### config.mk
export PLATFORM = sky130hd
export DESIGN_NAME = wb_retire_stage
export DESIGN_NICKNAME = d
export VERILOG_FILES = /design/src/rtl/wb_pkg.sv /design/src/rtl/wb_late_fifo.sv /design/src/rtl/wb_retire_stage.sv
export SDC_FILE = /design/constraint.sdc
export NUM_CORES = 1
export LEC_CHECK = 0
export BUFFER_PORTS_ARGS = -buffer_cell sky130_fd_sc_hd__buf_4
export CAP_MARGIN = 15
export CORE_UTILIZATION = 57
export CTS_BUF_LIST = sky130_fd_sc_hd__clkbuf_4
export CTS_CLUSTER_SIZE = 20
export DETAILED_ROUTE_END_ITERATION = 7
export GPL_TIMING_DRIVEN = 1
export PLACE_DENSITY = 0.83
export SLEW_MARGIN = 20
export SYNTH_ARGS = -nofsm -noshare
export SYNTH_HDL_FRONTEND = slang
export SYNTH_HIERARCHICAL = 1
export SYNTH_SLANG_ARGS = --single-unit
### constraint.sdc
create_clock -name Clk -period 4.2 [get_ports Clk]
set_clock_uncertainty 0.15 [all_clocks]
set_input_delay 0.21 -clock Clk [delete_from_list [all_inputs] [get_ports Clk]]
set_output_delay 0.21 -clock Clk [all_outputs]
set_load 0.01 [all_outputs]
### src/rtl/wb_pkg.sv
// Shared codes and types for the writeback stage and its late-write FIFO.
package wb_pkg;

  localparam int unsigned WB_DATA_W = 32;
  localparam int unsigned WB_REG_AW = 5;

  typedef enum logic [1:0] {
    WDSEL_ALU  = 2'd0,
    WDSEL_DM   = 2'd1,
    WDSEL_PC8  = 2'd2,
    WDSEL_RSVD = 2'd3
  } wdsel_e;

  typedef enum logic [2:0] {
    LDEXT_LW  = 3'd0,
    LDEXT_LB  = 3'd1,
    LDEXT_LBU = 3'd2,
    LDEXT_LH  = 3'd3,
    LDEXT_LHU = 3'd4
  } ldext_e;

  typedef struct packed {
    logic [WB_REG_AW-1:0] a3;
    logic [WB_DATA_W-1:0] data;
  } wb_late_t;

endpackage

### src/rtl/wb_late_fifo.sv
// Late-write FIFO: wrap-bit pointers, pending-register mask and head starvation tracking.
module wb_late_fifo
  import wb_pkg::*;
#(
  parameter int unsigned DEPTH  = 4,
  parameter int unsigned REG_AW = 5,
  parameter int unsigned DATA_W = 32,
  parameter int unsigned STARVE = 8
) (
  input  logic                     clk,
  input  logic                     rst_n,
  input  logic                     push_valid,
  input  logic [REG_AW-1:0]        push_a3,
  input  logic [DATA_W-1:0]        push_data,
  output logic                     push_ready,
  input  logic                     pop,
  output logic                     head_valid,
  output logic [REG_AW-1:0]        head_a3,
  output logic [DATA_W-1:0]        head_data,
  output logic [(2**REG_AW)-1:0]   pend_mask,
  output logic                     stall_req
);

  localparam int unsigned PW = $clog2(DEPTH);
  localparam int unsigned CW = $clog2(STARVE + 1);

  logic [PW:0]       wr_ptr, rd_ptr, count;
  logic [REG_AW-1:0] a3_mem   [DEPTH];
  logic [DATA_W-1:0] data_mem [DEPTH];
  logic [PW-1:0]     offs;
  logic [CW-1:0]     starve_cnt;
  logic              empty, full, push_en, pop_en;

  assign empty      = (wr_ptr == rd_ptr);
  assign full       = (wr_ptr[PW-1:0] == rd_ptr[PW-1:0]) && (wr_ptr[PW] != rd_ptr[PW]);
  assign count      = wr_ptr - rd_ptr;
  assign push_ready = !full;
  // Writes to $0 are acknowledged but never occupy a slot.
  assign push_en    = push_valid && !full && (push_a3 != '0);
  assign pop_en     = pop && !empty;

  assign head_valid = !empty;
  assign head_a3    = a3_mem[rd_ptr[PW-1:0]];
  assign head_data  = data_mem[rd_ptr[PW-1:0]];

  always_ff @(posedge clk) begin
    if (push_en) begin
      a3_mem[wr_ptr[PW-1:0]]   <= push_a3;
      data_mem[wr_ptr[PW-1:0]] <= push_data;
    end
  end

  always_ff @(posedge clk or negedge rst_n) begin
    if (!rst_n) begin
      wr_ptr     <= '0;
      rd_ptr     <= '0;
      starve_cnt <= '0;
    end else begin
      if (push_en) wr_ptr <= wr_ptr + 1'b1;
      if (pop_en)  rd_ptr <= rd_ptr + 1'b1;
      if (empty || pop_en)
        starve_cnt <= '0;
      else if (starve_cnt < CW'(STARVE))
        starve_cnt <= starve_cnt + 1'b1;
    end
  end

  // An entry is live when its distance from the read index is below the occupancy.
  always_comb begin
    pend_mask = '0;
    offs      = '0;
    for (int unsigned i = 0; i < DEPTH; i++) begin
      offs = PW'(i) - rd_ptr[PW-1:0];
      if ({1'b0, offs} < count) pend_mask[a3_mem[i]] = 1'b1;
    end
    pend_mask[0] = 1'b0;
  end

  assign stall_req = (starve_cnt >= CW'(STARVE)) || full;

endmodule

### src/rtl/wb_retire_stage.sv
// Writeback stage: W register, load extender, WD mux and single GRF port arbiter.
module wb_retire_stage
  import wb_pkg::*;
#(
  parameter int unsigned DATA_W = 32,
  parameter int unsigned REG_AW = 5,
  parameter int unsigned DEPTH  = 4,
  parameter int unsigned STARVE = 8
) (
  input  logic                   Clk,
  input  logic                   Rst,
  input  logic                   Reg_Rst,
  input  logic                   We,
  input  logic [31:0]            PC_in,
  input  logic [DATA_W-1:0]      Y_in,
  input  logic [DATA_W-1:0]      DR_in,
  input  logic [1:0]             Addr_in,
  input  logic [REG_AW-1:0]      A3_in,
  input  logic                   RFWr_in,
  input  logic [1:0]             WDSel_in,
  input  logic [2:0]             LdExt_in,
  input  logic                   Lw_valid,
  output logic                   Lw_ready,
  input  logic [REG_AW-1:0]      Lw_a3,
  input  logic [DATA_W-1:0]      Lw_data,
  output logic [REG_AW-1:0]      A3_out,
  output logic [DATA_W-1:0]      WD_out,
  output logic                   RFWr_out,
  output logic [31:0]            PC_out,
  output logic                   Fwd_Valid,
  output logic [REG_AW-1:0]      Fwd_A3,
  output logic [DATA_W-1:0]      Fwd_WD,
  output logic [(2**REG_AW)-1:0] Pend_Mask,
  output logic                   Stall_Req
);

  logic              valid_q, rfwr_q;
  logic [31:0]       pc_q;
  logic [DATA_W-1:0] y_q, dr_q;
  logic [1:0]        addr_q;
  logic [REG_AW-1:0] a3_q;
  wdsel_e            wdsel_q;
  logic [2:0]        ldext_q;

  logic [7:0]        byte_sel;
  logic [15:0]       half_sel;
  logic [DATA_W-1:0] dm_wd, wd;
  logic [31:0]       pc8;
  logic              pw, pop;
  logic              head_valid;
  logic [REG_AW-1:0] head_a3;
  logic [DATA_W-1:0] head_data;

  always_ff @(posedge Clk or negedge Rst) begin
    if (!Rst) begin
      valid_q <= 1'b0;
      rfwr_q  <= 1'b0;
      pc_q    <= '0;
      y_q     <= '0;
      dr_q    <= '0;
      addr_q  <= '0;
      a3_q    <= '0;
      wdsel_q <= WDSEL_ALU;
      ldext_q <= '0;
    end else if (Reg_Rst) begin
      valid_q <= 1'b0;
      rfwr_q  <= 1'b0;
      pc_q    <= '0;
      y_q     <= '0;
      dr_q    <= '0;
      addr_q  <= '0;
      a3_q    <= '0;
      wdsel_q <= WDSEL_ALU;
      ldext_q <= '0;
    end else if (We) begin
      valid_q <= 1'b1;
      rfwr_q  <= RFWr_in;
      pc_q    <= PC_in;
      y_q     <= Y_in;
      dr_q    <= DR_in;
      addr_q  <= Addr_in;
      a3_q    <= A3_in;
      wdsel_q <= wdsel_e'(WDSel_in);
      ldext_q <= LdExt_in;
    end
  end

  assign byte_sel = dr_q[{addr_q, 3'b000} +: 8];
  assign half_sel = addr_q[1] ? dr_q[31:16] : dr_q[15:0];
  assign pc8      = pc_q + 32'd8;

  always_comb begin
    dm_wd = dr_q;
    case (ldext_q)
      LDEXT_LB:  dm_wd = {{(DATA_W-8){byte_sel[7]}}, byte_sel};
      LDEXT_LBU: dm_wd = {{(DATA_W-8){1'b0}}, byte_sel};
      LDEXT_LH:  dm_wd = {{(DATA_W-16){half_sel[15]}}, half_sel};
      LDEXT_LHU: dm_wd = {{(DATA_W-16){1'b0}}, half_sel};
      default:   dm_wd = dr_q;
    endcase
  end

  always_comb begin
    wd = y_q;
    case (wdsel_q)
      WDSEL_DM:  wd = dm_wd;
      WDSEL_PC8: wd = DATA_W'(pc8);
      default:   wd = y_q;
    endcase
  end

  assign pw        = valid_q && rfwr_q && (a3_q != '0);
  assign pop       = !pw && head_valid;
  assign Fwd_Valid = pw;
  assign Fwd_A3    = a3_q;
  assign Fwd_WD    = wd;
  assign PC_out    = pc_q;

  always_comb begin
    RFWr_out = 1'b0;
    A3_out   = '0;
    WD_out   = '0;
    if (pw) begin
      RFWr_out = 1'b1;
      A3_out   = a3_q;
      WD_out   = wd;
    end else if (head_valid) begin
      RFWr_out = 1'b1;
      A3_out   = head_a3;
      WD_out   = head_data;
    end
  end

  wb_late_fifo #(
    .DEPTH  (DEPTH),
    .REG_AW (REG_AW),
    .DATA_W (DATA_W),
    .STARVE (STARVE)
  ) u_late_fifo (
    .clk        (Clk),
    .rst_n      (Rst),
    .push_valid (Lw_valid),
    .push_a3    (Lw_a3),
    .push_data  (Lw_data),
    .push_ready (Lw_ready),
    .pop        (pop),
    .head_valid (head_valid),
    .head_a3    (head_a3),
    .head_data  (head_data),
    .pend_mask  (Pend_Mask),
    .stall_req  (Stall_Req)
  );

endmodule
## Word-level counts from Yosys, hierarchy flattened

Memories as Yosys holds them, arrays and structs flattened.
Cells that the tools add are included.
W data, S select, Z words.

- Add/subtract/negate cells: 9
- Bitwise logic cells: 3
- Equality and inequality tests: 9
- Reductions and logical operators: 20
- Shift operators: 1
- Order comparisons: 14
- Multiplexer cells: 43

Operators with widths:

| kind | count |
|---|---|
| $mux W32 | 12 |
| $pmux W32 S4 | 1 |
| $or A32 B32 Y32 | 3 |
| $pmux W32 S2 | 1 |
| $add A32 B4 Y32 const B | 1 |
| $shiftx A32 B6 Y8 | 1 |
| $lt A5 B6 Y1 const B | 4 |
| $demux W1 S5 | 4 |
| $ge A5 B1 Y1 const B | 4 |
| $mux W5 | 4 |
| $mux W16 | 1 |
| $lt A2 B3 Y1 | 4 |
| $mux W1 | 12 |
| $logic_and A1 B1 Y1 | 11 |
| $reduce_bool A5 Y1 | 2 |
| $mux W2 | 4 |
| $mux W4 | 2 |
| $add A3 B1 Y3 const B | 2 |
| $eq A3 B2 Y1 const B | 2 |
| $mux W3 | 2 |
| $add A4 B1 Y4 const B | 1 |
| $ge A4 B4 Y1 const B | 1 |
| $lt A4 B4 Y1 const B | 1 |
| $reduce_bool A2 Y1 | 2 |
| other kinds (12) | 17 |

- Memories: 2
- Register bits after elaboration: 120
- Input port bits: 151
- Output and inout port bits: 142
- Logic and storage cells: 113
- Memory bits (writable): 148

Memories:

| memory | words | width | read ports | clocked after Yosys merged registers in | wr ports | line | source |
|---|---|---|---|---|---|---|---|
| u_late_fifo.data_mem | 4 | 32 | 1 | 0 | 1 | wb_late_fifo.sv:29 | `logic [DATA_W-1:0] data_mem [DEPTH];` |
| u_late_fifo.a3_mem | 4 | 5 | 5 | 0 | 1 | wb_late_fifo.sv:28 | `logic [REG_AW-1:0] a3_mem [DEPTH];` |

## Longest topological paths before layout

Gate-level depths: netlist (run 1).
An unclocked memory read counts as a cell.

- Depth in word-level cells: 12
- Gate-level depth with buffers: 12
- Mapped depth without buffers: 10

## Hierarchy

Netlist (run 1), hierarchy kept.

Modules (own cells, without submodules):

| module | cells each | area an instance (sq um) | instances |
|---|---|---|---|
| wb_late_fifo | 449 | 7238.2 | 1 |
| wb_retire_stage | 757 | 6809.0 | 1 |

## Least setup slack after synthesis (run 1)

No wires, ideal clock.

- Kind: reg2reg
- Start: reg u_late_fifo.rd_ptr[1]
- End: mem u_late_fifo.a3_mem[0][0] (enable)
- Arrival time: 2788 ps
- Period minus slack after synthesis: 3336 ps
- Data required time: 3652 ps
- Slack: 864 ps
- Library setup time: 398 ps
- Stages on the path, launching flop included: 8
- Buffers on the path: 2
- Cells stage by stage: dfrtp_1 > buf_2 > buf_1 > inv_1 > ha_1 > nand3_1 > o211a_1 > and2_1

- Cells in the longest elaborated chain, start to end: 7

RTL lines:

| what | line | source |
|---|---|---|
| start: declaration | wb_late_fifo.sv:27 | `logic [PW:0] wr_ptr, rd_ptr, count;` |
| start signal: assignment | wb_late_fifo.sv:60 | `if (pop_en) rd_ptr <= rd_ptr + 1'b1;` |
| $eq A2 B2 Y1 | wb_late_fifo.sv:35 | `assign full = (wr_ptr[PW-1:0] == rd_ptr[PW-1:0]) && (wr_ptr[PW] != rd_ptr[PW]);` |
| $logic_and A1 B1 Y1 | wb_late_fifo.sv:35 |  |
| $logic_not A1 Y1 | -- |  |
| net Lw_ready | wb_retire_stage.sv:23 | `output logic Lw_ready,` |
| $logic_and A1 B1 Y1 (2 in a row) | wb_late_fifo.sv:39 | `assign push_en = push_valid && !full && (push_a3 != '0);` |
| $mux W1 | wb_late_fifo.sv:47 | `if (push_en) begin` |
| $mux W1 (not written as such) | wb_late_fifo.sv:48 | `a3_mem[wr_ptr[PW-1:0]] <= push_a3;` |
| end: declaration | wb_late_fifo.sv:28 |  |

The timed path passes the listed nets, and every way through them passes these cells.

## Worst setup path in the final report (run 1)

- Start: reg u_late_fifo.wr_ptr[0]
- End: out Pend_Mask[19]

- Cells in the longest elaborated chain, start to end: 9
- Elaborated cells on any way between the ends: 12
- Classes of those cells: add/sub (1); order compare (4); mux (4); bitwise (3)

RTL lines:

| what | line | source |
|---|---|---|
| start: declaration | wb_late_fifo.sv:27 |  |
| start signal: assignment | wb_late_fifo.sv:59 | `if (push_en) wr_ptr <= wr_ptr + 1'b1;` |
| $sub A3 B3 Y3 * | wb_late_fifo.sv:36 | `assign count = wr_ptr - rd_ptr;` |
| $lt A2 B3 Y1 | wb_late_fifo.sv:74 | `if ({1'b0, offs} < count) pend_mask[a3_mem[i]] = 1'b1;` |
| $mux W32 | wb_late_fifo.sv:74 |  |
| $or A32 B32 Y32 (no line) | -- |  |
| $mux W32 | wb_late_fifo.sv:74 |  |
| $or A32 B32 Y32 (no line) | -- |  |
| $mux W32 | wb_late_fifo.sv:74 |  |
| $or A32 B32 Y32 (no line) | -- |  |
| $mux W32 * | wb_late_fifo.sv:74 |  |
| end: declaration | wb_retire_stage.sv:33 | `output logic [(2**REG_AW)-1:0] Pend_Mask,` |

Mark *: on every way between the ends. The rest lies on a longest branch, timed or not.

==> impl_metrics.json, run 1 <==
{
  "status": "complete, no violations",
  "synth_top_area_share_pct": 31.6,
  "fin_setup_tns_ns": 0,
  "initial_core_util_pct": 57.9,
  "grt.total_usage_pct": 36.7,
  "grt_pass1_wl_um": 71500,
  "synth_top_area_cell": "edfxtp_1",
  "netlist_instances": 1206,
  "dp_hpwl_um": 29700,
  "crit_type": "flop to primary output",
  "coreArea_um2": 24200,
  "die_w_um": 159,
  "maxCapViolations": 0,
  "num_vias": 12600,
  "antenna_found_initial": 1,
  "gp_congestion": 0.971,
  "cts_tree": "done",
  "synth_area_um2": 14000,
  "cts.clk_slew.worst_paths_ns": 0.07,
  "clock_path_buffers": 3,
  "syn_avg_cell_area_um2": 11.6,
  "rows": 57,
  "areaGrowthSynthToFinish_pct": 34.1,
  "drive_gt1_share_pct": 28.4,
  "cts-root-buf": "clkbuf_4",
  "p_sw_mw": 4.28,
  "finalCritPeriodShare_pct": 95.8,
  "switching_share_pct": 39.4,
  "die_area_um2": 25300,
  "rsz0062_at_grt": "no",
  "combPwrFrac_pct": 46.2,
  "final_max_slew_viol_count": 0,
  "first_iter_violations": 1553,
  "wirelength_um": 46600,
  "placed_cells": 1748,
  "ctsHtreeMaxLevel": 3,
  "arrival_ns": 3.66,
  "grt_overflow": 0,
  "setup_viol": 0,
  "pwr-share-seq_pct": 32.2,
  "ys_ff_latch": 268,
  "intPower_mw": 6.60,
  "hold_viol": 0,
  "fin_cells": 2020,
  "post_cts_buffers": 0,
  "grt_pass1_vias": 12600,
  "grt_max_degree": 111,
  "netlist_top_cells_count": "nor2_1, edfxtp_1, dfrtp_1",
  "critPathRequiredTime_ns": 3.84,
  "cp-start-kind": "flop",
  "wl_per_cell_um": 23.1,
  "boundaryPins": 293,
  "finalNetCount": 1817,
  "cts_buffers": 71,
  "relSlewSlack_pct": 28.3,
  "crit_fanout": 8,
  "fmax_mhz": 249,
  "mappedNetlistNets": 1375,
  "synth_cell_types": 76,
  "worst_skew_pair.late_latency_ns": 0.68,
  "postLayoutSetupSlackWorst_ns": 0.178,
  "antenna_left": 0,
  "ys_top_cells_by_area": "edfxtp_1, dfrtp_1, mux2i_1",
  "synthArstFlopShare_pct": 44.8,
  "dr.pass1.iters": 7,
  "clock_sinks": 268,
  "yosysMostFrequentCell": "nor2_1",
  "ys_seq_area_share_pct": 53.0,
  "min_period_ns": 4.02,
  "cp-end-kind": "primary output",
  "peakVddDrop_mv": 0.403,
  "power.density_nw_per_um2": 578,
  "clkPwrFrac_pct": 21.6,
  "io_buffer_count": 291,
  "post-route-drc-count": 0,
  "viasPerCell": 6.24,
  "tightestPinTransition_ns": 1.08,
  "synth_ff_type": "edfxtp_1",
  "die_h_um": 159,
  "final_util_pct": 77.7,
  "synth_edf_count": 148,
  "yosysWarnings": 6,
  "pre_cts_ws_ns": 0.734,
  "hp-class": "primary input to flop",
  "power.static_leakage_nw": 8.10
}
## stage by stage
step	hold WS, ns	instance area, um2	total power, mW
2_1_floorplan	-0.236	14000	6.42
3_3_place_gp	0.0798	16400	8.22
3_5_place_dp	0.0874	16400	8.30
4_1_cts	0.0562	18800	10.7
5_1_grt	0.0661	18800	11.3
6_report	0.0879	18800	10.9
## placed cells by master (no fill, tap or decap), types with 10 or more instances in the layout
cell type      synthesis  final
edfxtp_1             148    148
xor2_1                15     15
o211ai_1              15     15
a31oi_1               10     10
nor4_1                11     11
o21ai_0               21     21
clkbuf_4               0     98
and3_1                20     20
inv_1                 21     21
dfrtp_1              120    118
nand2_1               51     51
mux2i_1              119    119
clkinv_1               1     14
xnor2_1               15     15
ha_1                  17     17
a32oi_1               26     26
nand3_1               46     45
dlygate4sd3_1          0    150
buf_4                  2    304
nand3b_1              12     12
nor2_1               181    181
nor3_1                12     12
o21a_1                10     10
o31ai_1               13     13
a21oi_1               30     30
o221ai_1              25     25
a21o_1                15     15
mux4_2                38     38
a2bb2oi_1             10     10
## registers in the layout, indices dropped and copies added, names as in the netlist
name                    cells
y_q                        32
wdsel_q                     2
u_late_fifo/a3_mem         20
dr_q                       32
valid_q                     1
rfwr_q                      1
u_late_fifo/data_mem      128
Fwd_A3                      5
u_late_fifo/rd_ptr          3
PC_out                     32
addr_q                      2
u_late_fifo/wr_ptr          3
ldext_q                     3
u_late_fifo/starve_cnt      4
## power groups by stage
stage	Combinational [mW]	Clock, mW	Sequential (mW)
after floorplan	2.97	0	3.44
after global placement	4.72	0	3.51
after detailed placement	4.75	0	3.54
after CTS	4.89	2.34	3.49
after global routing	5.30	2.50	3.54
final	5.03	2.35	3.51
## final cells by class
type / instances / area, um2
sequential: 268 / 7450
multi-input combinational: 828 / 6170
clock buffer: 98 / 736
inverter: 22 / 82.6
tap: 324 / 405
fill: 1503 / 5410
clock inverter: 22 / 163
timing repair buffer: 457 / 3830
antenna: 1 / 2.50
## worst paths after layout
check	startpoint	end	slack, ns	depth (start not counted)
min	We	dr_q[13]	0.09	3
min reg2reg	u_late_fifo/wr_ptr[2]	u_late_fifo/wr_ptr[2]	0.37	1
max reg2reg	u_late_fifo/wr_ptr[0]	u_late_fifo/data_mem[0][6]	1.41	5
max in group asynchronous	Rst	PC_out[4]	2.78	4
max	u_late_fifo/wr_ptr[0]	Pend_Mask[19]	0.18	11
min in group asynchronous	Rst	dr_q[22]	0.45	4
## critical path: stages (launching register included)
cell	delay, ns
dfrtp_1	0.43
inv_1	0.17
ha_1	0.22
inv_1	0.07
fa_1	0.49
inv_1	0.09
ha_1	0.29
o21bai_1	0.14
a21oi_1	0.68
a32oi_1	0.14
o221ai_1	0.11
buf_4	0.16
## logic make-up (layout without fill, tap and decap cells)
group           count (synthesis)  count (layout)  share of synthesized area [%]
mux                           159             159                           14.7
compound gates                217             217                           11.5
fa+ha+maj                      18              18                           1.66
xor+xnor                       31              31                           2.05
flops                         268             268                           53.0
buf+inv                       110             599                           3.17
other cells                     1               2                         0.0267
simple gates                  402             402                           13.8
## layer usage
layer	share of wire (%)	track usage, %	wire length [um]	vias to the layer above
li1	-	-	-	5484
met1	37	46.8	17400	6093
met3	8.7	6.85	4060	190
met5	0	0	0	-
met2	48	59.9	22500	834
met4	5.5	19.6	2580	0
## repair_timing
| item | CTS | global route |
|---|---|---|
| resized for setup | 0 | 2 |
| hold endpoints to repair | 357 | 88 |
| endpoints found under the setup margin | 0 | 11 |
| hold buffers | 150 | 1 |
(Power assumes the default switching activity.)
==> inputs of run 2 (changes only) <==
--- a/config.mk
+++ b/config.mk
@@ -13,6 +13,7 @@
 export DETAILED_ROUTE_END_ITERATION = 7
 export GPL_TIMING_DRIVEN = 1
 export PLACE_DENSITY = 0.83
+export REMOVE_ABC_BUFFERS = 1
 export SLEW_MARGIN = 20
 export SYNTH_ARGS = -nofsm -noshare
 export SYNTH_HDL_FRONTEND = slang
==> run 2 against run 1 <==
Register-to-register slack got worse by 0.23 ns. Die area is the same. Global-route usage increased by 4.4 points. Via count rose by 4.8%. Cell area up 2.4%.
==> impl_metrics.json, run 2 (synthesized netlist as in run 1, its figures left out) <==
{
  "status": "complete, no violations",
  "clock_sinks": 268,
  "ctsHtreeMaxLevel": 3,
  "antenna_left": 0,
  "finalNetCount": 1854,
  "largest_reg_flops": 128,
  "hold_viol": 0,
  "dr.pass1.iters": 6,
  "cts_buffers": 72,
  "relSlewSlack_pct": 22.3,
  "viasPerCell": 6.37,
  "cts.clk_slew.worst_paths_ns": 0.08,
  "die_h_um": 159,
  "die_w_um": 159,
  "dp_hpwl_um": 30900,
  "worst_skew_pair.late_latency_ns": 0.71,
  "clock_path_buffers": 3,
  "post_cts_buffers": 0,
  "whs_ns": 0.0126,
  "final_max_slew_viol_count": 0,
  "cp-end-kind": "primary output",
  "grt_pass1_wl_um": 78800,
  "io_buffer_count": 291,
  "cp-start-kind": "flop",
  "antenna_found_initial": 3,
  "maxCapViolations": 0,
  "cts_tree": "done",
  "num_vias": 13200,
  "power.density_nw_per_um2": 581,
  "initial_core_util_pct": 57.9,
  "final_cell_area_um2": 19300,
  "placed_area_um2": 16400,
  "areaGrowthSynthToFinish_pct": 37.3,
  "tightestPinTransition_ns": 1.17,
  "arrival_ns": 3.64,
  "cts-root-buf": "clkbuf_4",
  "grt_overflow": 0,
  "final_cell_mix": "buf_4, dlygate4sd3_1, nor2_1, edfxtp_1, mux2i_1",
  "grt.total_usage_pct": 41.1,
  "hold_path_depth": 2,
  "post-route-drc-count": 0,
  "setup_viol": 0,
  "rsz0062_at_grt": "no",
  "drive_gt1_share_pct": 28.7,
  "critPathRequiredTime_ns": 3.84,
  "gp_congestion": 0.899,
  "peakVddDrop_mv": 0.691,
  "min_period_ns": 4.00,
  "fmax_mhz": 250,
  "final_common_cell": "buf_4",
  "rows": 57,
  "first_iter_violations": 1775,
  "die_area_um2": 25300,
  "grt_pass1_vias": 13600,
  "boundaryPins": 293,
  "wirelength_um": 52100,
  "hp-class": "primary input to flop",
  "wl_per_cell_um": 25.2,
  "crit_fanout": 8,
  "finalCritPeriodShare_pct": 95.2,
  "power.static_leakage_nw": 8.36,
  "coreArea_um2": 24200,
  "r2r_cells": 5,
  "crit_type": "flop to primary output",
  "grt_max_degree": 94
}
[run 2: stage by stage]
| stage | cells | util, % | setup TNS (ns) | setup WS [ns] | power [mW] |
|---|---|---|---|---|---|
| floorplan | 1118 | - | -21.35 | -0.600 | 6.20 |
| global placement | 1752 | 67.8 | 0 | 0.897 | 8.28 |
| detailed placement | 1752 | 67.8 | 0 | 0.831 | 8.35 |
| CTS | 2067 | 79.2 | 0 | 0.0446 | 10.9 |
| global route | 2072 | 79.5 | 0 | 0.0585 | 11.6 |
| finish | 2072 | 79.5 | 0 | 0.202 | 11.2 |
[run 2: layout make-up]
| type | count | area, um2 |
|---|---|---|
| multi-input combinational | 828 | 6200 |
| timing repair buffer | 493 | 4180 |
| sequential | 268 | 7450 |
| inverter | 22 | 82.6 |
| fill | 1372 | 4970 |
| antenna | 4 | 10.0 |
| clock buffer | 107 | 803 |
| tap | 324 | 405 |
| clock inverter | 26 | 156 |
[run 2: power by group]
group	internal [mW]	total [mW]	leakage [nW]	switching, mW
registers	3.25	3.53	2.94	0.283
logic	2.23	5.22	4.86	2.99
clock network	1.25	2.44	0.564	1.19
[run 2: per-layer routing]
layer / track usage [%] / part of all wire (%) / vias to the layer above
met5: 0 / 0 / -
met4: 25.4 / 6.1 / 0
li1: - / - / 5563
met3: 9.30 / 10 / 244
met2: 66.3 / 48 / 1063
met1: 50.6 / 35 / 6336
[run 2: path summary, 6_finish.rpt]
kind	start	to	slack, ns
max	u_late_fifo/wr_ptr[0]	Pend_Mask[23]	0.20
min	Reg_Rst	y_q[7]	0.01
max reg2reg	u_late_fifo/wr_ptr[0]	u_late_fifo/data_mem[2][25]	1.18
min reg2reg	y_q[30]	y_q[30]	0.38
max in group asynchronous	Rst	y_q[21]	2.80
min in group asynchronous	Rst	y_q[23]	0.06
[run 2: timing repair]
action                                  in CTS  in global routing
hold buffers                               182                  0
hold endpoints to repair                   351                  0
endpoints found under the setup margin       0                 18
gates resized for setup                      0                  7
[run 2: critical path: stages (launching register included)]
cell	delay [ns]
dfrtp_1	0.42
inv_1	0.16
ha_1	0.23
inv_1	0.07
fa_1	0.48
inv_1	0.08
ha_1	0.30
o21bai_2	0.37
a21oi_2	0.23
a32oi_1	0.25
o221ai_1	0.16
buf_4	0.17
